===== src/rtl/change_dispenser.sv =====
// Greedy coin payout engine: takes a refund amount and hands coins (10, 5, 1) to the hopper one at a time.
// Optional per-denomination tube inventory is enabled with `define COIN_INVENTORY_EN.
module change_dispenser #(
    parameter int AMT_W        = 6,
    parameter int DISPENSE_GAP = 1,
    parameter int TUBE_DEPTH   = 15
) (
    input  logic             clk,
    input  logic             reset,
    input  logic             refund_valid,
    input  logic [AMT_W-1:0] refund,
    output logic             refund_ready,
    output logic             coin_valid,
    output logic [AMT_W-1:0] coin_val,
    input  logic             coin_ack,
    output logic             busy,
    output logic             done,
    output logic [AMT_W-1:0] remaining,
    input  logic             restock,
    output logic             short
);

    typedef enum logic [2:0] {IDLE, LOAD, EMIT, GAP, DONE} state_t;

    localparam int GAP_W = (DISPENSE_GAP > 1) ? $clog2(DISPENSE_GAP) : 1;
    localparam logic [AMT_W-1:0] C10 = AMT_W'(10);
    localparam logic [AMT_W-1:0] C5  = AMT_W'(5);
    localparam logic [AMT_W-1:0] C1  = AMT_W'(1);

    state_t             state_reg, state_next;
    logic [AMT_W-1:0]   remaining_reg, remaining_next;
    logic [AMT_W-1:0]   coin_val_reg, coin_val_next;
    logic [GAP_W-1:0]   gap_reg, gap_next;
    logic               short_reg, short_next;
    logic [AMT_W-1:0]   rem_after_ack, coin_now, coin_post;
    // Tube availability, bit 2 = 10, bit 1 = 5, bit 0 = 1; "post" reflects the ack in flight.
    logic [2:0]         avail_now, avail_post;

    // Returns zero when no usable denomination fits the amount.
    function automatic logic [AMT_W-1:0] pick(input logic [AMT_W-1:0] amt, input logic [2:0] avail);
        logic [AMT_W-1:0] c;
        c = '0;
        if (amt >= C10 && avail[2])
            c = C10;
        else if (amt >= C5 && avail[1])
            c = C5;
        else if (amt != '0 && avail[0])
            c = C1;
        return c;
    endfunction

`ifdef COIN_INVENTORY_EN
    localparam int TUBE_W = $clog2(TUBE_DEPTH + 1);

    generate
        for (genvar gi = 0; gi < 3; gi++) begin : g_tube
            localparam logic [AMT_W-1:0] DENOM = (gi == 2) ? C10 : (gi == 1) ? C5 : C1;
            logic [TUBE_W-1:0] tube_reg;
            logic              take;

            assign take           = (state_reg == EMIT) && coin_ack && (coin_val_reg == DENOM);
            assign avail_now[gi]  = (tube_reg != '0);
            assign avail_post[gi] = take ? (tube_reg > TUBE_W'(1)) : (tube_reg != '0);

            always_ff @(posedge clk or posedge reset) begin
                if (reset)
                    tube_reg <= TUBE_DEPTH[TUBE_W-1:0];
                else if (state_reg == IDLE && restock)
                    tube_reg <= TUBE_DEPTH[TUBE_W-1:0];
                else if (take)
                    tube_reg <= tube_reg - TUBE_W'(1);
            end
        end
    endgenerate
`else
    logic restock_unused;
    assign restock_unused = restock;
    assign avail_now      = 3'b111;
    assign avail_post     = 3'b111;
`endif

    always_comb begin
        state_next     = state_reg;
        remaining_next = remaining_reg;
        coin_val_next  = coin_val_reg;
        gap_next       = gap_reg;
        short_next     = short_reg;
        rem_after_ack  = remaining_reg - coin_val_reg;
        coin_now       = pick(remaining_reg, avail_now);
        coin_post      = pick(rem_after_ack, avail_post);
        case (state_reg)
            IDLE: begin
                if (refund_valid) begin
                    remaining_next = refund;
                    short_next     = 1'b0;
                    state_next     = LOAD;
                end
            end
            LOAD: begin
                if (remaining_reg == '0) begin
                    state_next = DONE;
                end else if (coin_now == '0) begin
                    short_next = 1'b1;
                    state_next = DONE;
                end else begin
                    coin_val_next = coin_now;
                    state_next    = EMIT;
                end
            end
            EMIT: begin
                if (coin_ack) begin
                    remaining_next = rem_after_ack;
                    if (rem_after_ack == '0) begin
                        state_next = DONE;
                    end else if (coin_post == '0) begin
                        short_next = 1'b1;
                        state_next = DONE;
                    end else if (DISPENSE_GAP > 0) begin
                        gap_next   = '0;
                        state_next = GAP;
                    end else begin
                        coin_val_next = coin_post;
                        state_next    = EMIT;
                    end
                end
            end
            GAP: begin
                if (gap_reg == GAP_W'(DISPENSE_GAP - 1)) begin
                    coin_val_next = coin_now;
                    state_next    = EMIT;
                end else begin
                    gap_next = gap_reg + GAP_W'(1);
                end
            end
            DONE:    state_next = IDLE;
            default: state_next = IDLE;
        endcase
    end

    always_ff @(posedge clk or posedge reset) begin
        if (reset) begin
            state_reg     <= IDLE;
            remaining_reg <= '0;
            coin_val_reg  <= '0;
            gap_reg       <= '0;
            short_reg     <= 1'b0;
        end else begin
            state_reg     <= state_next;
            remaining_reg <= remaining_next;
            coin_val_reg  <= coin_val_next;
            gap_reg       <= gap_next;
            short_reg     <= short_next;
        end
    end

    assign refund_ready = (state_reg == IDLE);
    assign busy         = (state_reg != IDLE);
    assign coin_valid   = (state_reg == EMIT);
    assign done         = (state_reg == DONE);
    assign coin_val     = coin_val_reg;
    assign remaining    = remaining_reg;
    assign short        = short_reg;

endmodule


===== config.mk =====
export PLATFORM = sky130hd
export DESIGN_NAME = change_dispenser
export DESIGN_NICKNAME = d
export VERILOG_FILES = /design/src/rtl/change_dispenser.sv
export SDC_FILE = /design/constraint.sdc
export NUM_CORES = 1
export LEC_CHECK = 0
export BUFFER_PORTS_ARGS = -buffer_cell sky130_fd_sc_hd__buf_2
export CAP_MARGIN = 15
export CORE_MARGIN = 2
export CORE_UTILIZATION = 40
export DETAILED_ROUTE_END_ITERATION = 8
export GPL_TIMING_DRIVEN = 1
export PLACE_DENSITY = 0.69
export SLEW_MARGIN = 10
export SYNTH_ARGS = -nofsm -noshare
export SYNTH_HDL_FRONTEND = slang
export SYNTH_SLANG_ARGS = --single-unit

===== constraint.sdc =====
create_clock -name clk -period 3.2 [get_ports clk]
set_clock_uncertainty 0.2 [all_clocks]
set_input_delay 0.64 -clock clk [delete_from_list [all_inputs] [get_ports clk]]
set_output_delay 0.64 -clock clk [all_outputs]
set_load 0.01 [all_outputs]

==> impl_summary.md, run 1 <==
STA
Setup slack on the critical path of the routed design comes to slightly below 700 ps. Dividing the final minimum period by the clock period gives about 79%. The clock period could shrink to 2512 ps. Setup repair after global routing left no endpoint under its margin. The final hold violation count was 0. The final number of setup-violating endpoints is 0. Adding up every negative setup slack in the final design gives 0 ps.

The final-report max-slew violation count is 0. Derived from the worst setup path, the maximum achievable clock frequency is roughly 400 MHz.

Power and ir drop
Combinational cells account for a little over three fifths of the total power. The share of power burned in the clock network is 9.2%. Per report_power, the sequential group accounts for between 20% and 30% of the total. The maximum vdd ir drop is 0.4995 mV. Summed over all cells, the static leakage comes to around 0.53 nW. The internal power of the cells totals 0.5811 mW. Summed over all nets, the switching power comes to 0.5544 mW.

The cell area power density is 1097 nW/um^2. The net switching fraction of the power is between 40% and 50%.

Worst setup path
Of all nets on the critical path, the largest fanout is 4. For this run, the slowest stage of the critical path takes around 420 ps. Traced cell by cell, the critical path runs through inv_1 > ha_1 > inv_1 > fa_1 > a21o_1 > a21oi_1 > mux2i_1 > o311ai_0 > a21oi_1. The worst setup path is captured at a register. The slowest stage cell on the critical path is sky130_fd_sc_hd__dfrtp_1. The data required time at the worst endpoint is 3210 ps. In this design, the largest share of critical-path delay is due to compound AO/OA/AOI/OAI gates.

Data on the critical path arrives at its endpoint at 2520 ps. The critical path is of the reg -> reg type. The buffers plus inverters on the worst setup path is 2. The worst setup path is launched from a register.

CTS
After clock tree synthesis, the setup repair step added 0 buffers. The number of gates given a new drive strength after cts is 0. The total number of H-tree levels is 1. CTS saw 13 sinks.

The total of hold buffers inserted after clock tree synthesis is 0. After clock tree synthesis, the clock-pin slew on the worst setup and hold paths is roughly 80 ps. The TritonCTS clock tree is yes. The cell at the root of the clock tree is sky130_fd_sc_hd__clkbuf_4. The largest buffer count on any clock path is 2. TritonCTS created 3 clock buffers. At the later pin of the worst-skew pair, clock insertion delay measures around 280 ps.

Global routing
The global-route usage over all layers is 16.04%. Entering global routing, the biggest net connects 15 pins. The number of antenna violations at the first check in global routing came to 0. The via count of the first global-routing pass is 703. The first global-routing pass estimated 3167 um of wire.

Global routing finished with a remaining overflow of 0.

Die
The count of standard-cell rows is 17. The number of top-level pins is 28. From bottom edge to top edge, the die measures slightly above 50 um. Measured along the x axis, the die boundary spans 51.03 um. The initial core utilization is 41.18%. After floorplanning, the core was sized to cover 2148 um^2.

The die area is between 2000 and 3000 um^2.

Drt
The number of detailed-route iterations in the first pass is 5. The count of routing violations after the opening detailed-route iteration is 14. The detailed router placed approximately 800 vias in this run.

The total wire length is 1833 um. For this run, design rule violations remaining after detail routing come to 0. The via-per-instance ratio is 5.082.

In the final routed layout, each cell accounts on average for 11.60 um. The number of nets still failing antenna checks after routing is 0.

Logic synthesis
Sequential elements use 36.78% of the synthesized area. The average cell area after synthesis is a little over 8 um^2. After synthesis, the cell types taking the most area are sky130_fd_sc_hd__dfrtp_1 37%, sky130_fd_sc_hd__o21ai_0 6.8%, sky130_fd_sc_hd__a21oi_1 5.7%, sky130_fd_sc_hd__ha_1 5.7%, sky130_fd_sc_hd__nand2_1 5.5%. The area share of the leading cell type in the synthesized netlist is 36.78%. The count of synthesis-stage warnings from yosys is 0. The number of library cell types mapped by synthesis is 35.

The cell count after synthesis is 107. In this run, synthesis produced a sequential element count of 13. The cell taking the most area after synthesis is sky130_fd_sc_hd__dfrtp_1.

The post-synth design cell area is 884.6 um^2.

Cells and area
Summing all flip-flop and latch instances after layout gives between 300 and 400 um^2. After the last flow step, the layout net total stands at about 150. The post-layout instance area is 1035 um^2.

The number of fillers in the final layout is 207. Summing all multi-input logic gate instances after layout gives 498.0 um^2. Cells with a size suffix above 1 make up roughly a quarter of the layout. The antenna diode instance count is 0. The area added between synthesis and finish is 16.97%. The flip-flop count of the largest register after layout is 6.

Hold path
The path class of the lowest-slack min-delay path is in -> async.

Placement
At the end of routability-driven placement, the weighted congestion stood at 0.7723. The placed standard-cell area is about 1000 um^2. The post-detailed-placement half-perimeter wirelength is roughly 1400 um.

The count of buffers added on input and output ports is 24. Before CTS, the worst setup slack after placement is around 690 ps.

Flow run
The max-capacitance violation count is 0.

Status
The run finished with clean final reports.
worst register-to-register path: stages (launching register included):
cell,delay (ps)
sky130_fd_sc_hd__dfrtp_1,420
sky130_fd_sc_hd__inv_1,90
sky130_fd_sc_hd__ha_1,160
sky130_fd_sc_hd__inv_1,50
sky130_fd_sc_hd__fa_1,390
sky130_fd_sc_hd__a21o_1,190
sky130_fd_sc_hd__a21oi_1,290
sky130_fd_sc_hd__mux2i_1,320
sky130_fd_sc_hd__o311ai_0,200
sky130_fd_sc_hd__a21oi_1,150
synth_stat cells (all sizes together):
library cell and n:
o21a 1, or3 2, inv 8, mux2 1
clkbuf 1, nor3 1, nand3 1, o21ai 12
nand4b 1, a22oi 2, nor2 12, o311a 1
or2 1, a21oi 10, mux2i 2, conb 1
fa 1, a21bo 1, a31oi 2, xnor2 1
nand3b 1, a21o 1, nor3b 2, nand2 13
or3b 1, and4b 1, o311ai 1, a211oi 1
nor4 2, ha 4, buf 5, dfrtp 13
worst paths after layout:
kind	endpoint	from	slack, ps	depth (start not counted)
min in group clk	state_reg[2]$_DFFE_PP0P_	state_reg[2]$_DFFE_PP0P_	290	1
hold / removal	state_reg[0]$_DFFE_PP0P_	reset	170	2
setup reg to reg	state_reg[2]$_DFFE_PP0P_	remaining[0]$_DFFE_PP0P_	690	9
setup / recovery	state_reg[2]$_DFFE_PP0P_	remaining[0]$_DFFE_PP0P_	690	9
hold reg to reg	state_reg[2]$_DFFE_PP0P_	state_reg[2]$_DFFE_PP0P_	290	1
max in group asynchronous	remaining[2]$_DFFE_PP0P_	reset	2290	2
per-stage QoR:
stage / cells / util, % / total power [mW] / hold slack (ps)
6_report: 158 / 48.17 / 1.136 / 173.3
5_1_grt: 158 / 48.17 / 1.261 / 226.5
4_1_cts: 158 / 48.17 / 1.146 / 197.9
3_5_place_dp: 154 / 46.94 / 1.039 / 274.4
3_3_place_gp: 154 / 46.94 / 1.017 / 264.5
2_1_floorplan: 108 / - / 0.8609 / 242.6
area by class of cell:
class	instances	area share, %
Timing Repair Buffer	24	11.61
Inverter	8	2.902
Tap cell	28	3.386
Clock buffer	4	2.539
Sequential cell	13	31.44
Multi-Input combinational cell	81	48.13
cells by family after synthesis:
logic type	Yosys count	synth area share (%)
AO/OA/AOI/OAI	32	21.36
XOR/XNOR	1	0.9903
other	1	0.4239
buffers and inverters	14	7.354
AND/OR/NAND/NOR	38	21.22
flip-flops	13	36.77
adder cells (fa/ha/maj)	5	7.921
multiplexers	3	3.960
routing by layer:
| layer | vias to the layer above | global-route usage [%] | share of wire, % |
|---|---|---|---|
| li1 | 422 | - | - |
| met3 | 2 | 5.263 | 4.7 |
| met1 | 361 | 20.66 | 48 |
| met4 | 0 | 4.054 | 1.0 |
| met2 | 18 | 25.76 | 46 |
| met5 | - | 0 | 0 |
power by group through the flow:
stage | sequential [mW] | combinational [mW] | clock [mW]
global route | 0.340 | 0.805 | 0.115
finish | 0.322 | 0.710 | 0.104
global placement | 0.323 | 0.693 | 0
floorplan | 0.330 | 0.531 | 0
detailed placement | 0.326 | 0.713 | 0
CTS | 0.323 | 0.716 | 0.107
cell usage in the layout (no fill, tap or decap):
cell / count
sky130_fd_sc_hd__a21o_1: 1
sky130_fd_sc_hd__nor4_1: 2
sky130_fd_sc_hd__mux2_4: 1
sky130_fd_sc_hd__o311ai_0: 1
sky130_fd_sc_hd__nor2_1: 11
sky130_fd_sc_hd__nand2_1: 13
sky130_fd_sc_hd__or3_1: 2
sky130_fd_sc_hd__a22oi_1: 2
sky130_fd_sc_hd__o21a_1: 1
sky130_fd_sc_hd__buf_2: 24
sky130_fd_sc_hd__clkbuf_4: 3
sky130_fd_sc_hd__o311a_1: 1
sky130_fd_sc_hd__xnor2_1: 1
sky130_fd_sc_hd__mux2i_1: 2
sky130_fd_sc_hd__a21oi_1: 10
sky130_fd_sc_hd__nor2_2: 1
sky130_fd_sc_hd__dfrtp_1: 13
sky130_fd_sc_hd__fa_1: 1
sky130_fd_sc_hd__or3b_1: 1
sky130_fd_sc_hd__nand3_1: 1
sky130_fd_sc_hd__a31oi_1: 2
sky130_fd_sc_hd__o21ai_0: 12
sky130_fd_sc_hd__nor3b_1: 2
sky130_fd_sc_hd__or2_2: 1
sky130_fd_sc_hd__clkbuf_1: 1
sky130_fd_sc_hd__a211oi_1: 1
sky130_fd_sc_hd__and4b_1: 1
sky130_fd_sc_hd__ha_1: 4
sky130_fd_sc_hd__nand3b_1: 1
sky130_fd_sc_hd__a21bo_2: 1
sky130_fd_sc_hd__nor3_1: 1
sky130_fd_sc_hd__conb_1: 2
sky130_fd_sc_hd__inv_1: 8
sky130_fd_sc_hd__nand4b_1: 1
Power figures use the tool's default switching activity.
==> run 2: changes to the inputs <==
Clock period 3.2 ns to 2.6 ns, I/O delays scaled along.
==> run 2 against run 1 <==
- combinational power up 32%
- sequential share of layout area is 0.67 points lower
- critical path depth stayed put
- register-to-register slack worse by 490 ps
- global-route usage increased by 1.5 points
- clock-buffer cell count stayed put
- utilization up 1.0 points
- final cell count rose by 1.3%
- clock power rose by 26%
- power up 29%
- via count up 3.9%
- final area increased by 2.2%
- critical endpoint unchanged
- largest power group unchanged
==> impl_summary.md, run 2 (synthesized netlist as in run 1, its figures left out) <==
STA
The portion of the clock cycle consumed by the worst path in the final layout is between 90% and 100%. The final-layout setup total negative slack is 0 ps. The final hold violation count came to 0. Measured against its own limit, the worst slew margin works out to 65.26%.

The highest attainable clock frequency is 415.5 MHz. The shortest clock period the worst path allows after layout is 2407 ps. The final-report max-slew violation count is 0.

Setup violations remaining at the end of the flow were counted as 0. Setup repair after global routing left no endpoint under its margin. The worst-margin pin slew is around 520 ps.

Die
From bottom edge to top edge, the die measures 51.03 um. In this run the count of I/O pins placed on the die edge is 28. The die is 51.03 um wide.

The placeable core region is between 2000 and 2500 um^2. The floorplan step defined a die boundary enclosing between 2000 and 3000 um^2. The count of standard-cell rows is 17. The initial core utilization is slightly above 40%.

Power and ir drop
The leakage power is roughly 0.54 nW. For this design the ratio of total power to cell area is 1388 nW/um^2. The maximum vdd ir drop is 0.6394 mV. Total power for the finished layout comes to 1.468 mW.

Worst setup path
STA puts the critical path data arrival time at about 2400 ps. STA puts the critical path data required time at 2610 ps. The setup slack on the worst flop-to-flop path is roughly 190 ps. The sort of element at the start of the critical path is a register. In this run the critical register-to-register path is launched from remaining[0]$_DFFE_PP0P_.

The maximum fanout along the worst path is 4. STA classifies the critical path endpoint as a register. The depth of the worst register-to-register path is 9. The endpoint of the worst register-to-register path is state_reg[2]$_DFFE_PP0P_. The worst setup path category is reg -> reg.

Drt
The number of detailed-route iterations in the first pass is 4. The via-per-instance ratio is 5.213. The wire length per cell is about 12 um.

The count of nets left with antenna violations once routing finished came out at 0. For this block, the routed nets add up to 1953 um of wire. The count of routing violations after the opening detailed-route iteration is 19. For this block, the via count after detailed routing is 834. In the routed design, unresolved DRC markers number 0.

Global routing
The global-route usage over all layers is approximately 18%. For this run, global-route usage on met2 was measured as 28.14%. The via count of the first global-routing pass is approximately 770.

For met3 alone, demand over resource in global routing was 5.848%. For this run, global-route usage on met1 was measured as 22.02%. The busiest metal layer after global routing is met2. The number of antenna violations at the first check in global routing is 0. The first-pass GRT wire length is 3401 um. The largest net degree at the start of global routing is 15. After global routing the overflow that remains totals 0.

Placement
The routability-driven placement congestion ratio is 0.7666. The post-detailed-placement half-perimeter wirelength is 1503 um. Buffers placed on the I/O ports in this run total 24. Counting tap cells, the placed design contains a total of 156 instances.

The placed instances occupy a cell area of slightly above 1000 um^2.

CTS
The clock buffer count from CTS is 3. The total number of H-tree levels is 1. The clock transition at the registers of the reported paths is 90 ps.

The cell at the root of the clock tree is sky130_fd_sc_hd__clkbuf_4. In this run the deepest clock path goes through 2 buffers. The TritonCTS clock tree is yes.

For this design, the sink count on the clock tree is 13. The later pin in the worst-skew pair is clocked with a latency of 280 ps.

Cells and area
The final non-filler cell total is 160. The final-stage net count is 149. The finished cells cover 1057 um^2. Relative to the synthesized area, the layout overhead comes to 19.52%. The flip-flop count of the largest register after layout is 6. The commonest non-fill, non-tap cell in the layout is sky130_fd_sc_hd__buf_2.

The library cells used most frequently in the layout, excluding fill and tap cells, are 24 x sky130_fd_sc_hd__buf_2, 13 x sky130_fd_sc_hd__nand2_1, 13 x sky130_fd_sc_hd__dfrtp_1. In the final layout, the share of cells above drive strength 1 is 26.52%. The repair_antennas step left the layout with diodes totalling 0.

Flow run
The tool flagged a number of max-cap violations equal to 0.

Status
The flow ran to the end, and the final reports show no timing, DRC or antenna violations.

Hold path
The path class of the lowest-slack min-delay path is in -> async.
==> run 2: cell types whose count changed in the layout (fill, tap and decap cells not counted), sizes merged <==
cell / previous run / this run
buf: 24 / 26
==> run 2: worst max path at each step <==
| stage | start | to | slack (ps) | cells past startpoint |
|---|---|---|---|---|
| after CTS | remaining[0]$_DFFE_PP0P_ | state_reg[2]$_DFFE_PP0P_ | 100 | 9 |
| after global placement | remaining[0]$_DFFE_PP0P_ | state_reg[2]$_DFFE_PP0P_ | 180 | 9 |
| after floorplan | remaining[0]$_DFFE_PP0P_ | state_reg[1]$_DFFE_PP0P_ | 280 | 9 |
| after detailed placement | remaining[0]$_DFFE_PP0P_ | state_reg[2]$_DFFE_PP0P_ | 140 | 9 |
| after global routing | remaining[0]$_DFFE_PP0P_ | state_reg[2]$_DFFE_PP0P_ | 40 | 9 |
| final | remaining[0]$_DFFE_PP0P_ | state_reg[2]$_DFFE_PP0P_ | 190 | 9 |
==> run 2: cell type report <==
type	instances	area, um^2
fill	209	1091
multi-input combinational	81	505.5
sequential	13	325.3
timing repair buffer	26	135.1
tap	28	35.03
inverter	8	30.03
clock buffer	4	26.28
==> run 2: stage by stage <==
stage / hold WS (ps) / setup slack, ps / utilization [%]
6_report: 53.73 / 193.4 / 49.21
5_1_grt: 92.39 / 41.05 / 49.21
4_1_cts: 74.65 / 97.58 / 48.86
3_5_place_dp: 274.3 / 135.6 / 47.64
3_3_place_gp: 264.6 / 178.9 / 47.64
2_1_floorplan: 197.0 / 284.0 / -
==> run 2: layer usage <==
layer	wire, um	share of wire, %	vias up
li1	-	-	427
met1	853	44	380
met2	963	49	25
met3	116	5.9	2
met4	20	1.0	0
met5	0	0	-
==> run 2: timing repair <==
| action | 4_1_cts | 5_1_grt |
|---|---|---|
| setup buffers | 0 | 0 |
| gates resized for setup | 0 | 2 |
| endpoints found under the setup margin | 0 | 1 |
| hold buffers | 0 | 0 |
==> run 2: where the power goes <==
| group | internal (mW) | leakage [nW] | total (mW) | switching (mW) |
|---|---|---|---|---|
| Sequential | 0.283 | 0.160 | 0.399 | 0.116 |
| Clock | 0.0595 | 0.0150 | 0.131 | 0.0712 |
| Combinational | 0.415 | 0.363 | 0.938 | 0.523 |
==> run 2: worst max-delay path, stage by stage, from the launching register on <==
cell and delay, ps:
sky130_fd_sc_hd__dfrtp_1 410, sky130_fd_sc_hd__inv_1 80, sky130_fd_sc_hd__ha_1 160, sky130_fd_sc_hd__inv_1 60, sky130_fd_sc_hd__fa_1 400, sky130_fd_sc_hd__a21o_1 210
sky130_fd_sc_hd__a21oi_2 180, sky130_fd_sc_hd__mux2i_2 280, sky130_fd_sc_hd__o311ai_0 200, sky130_fd_sc_hd__a21oi_1 160
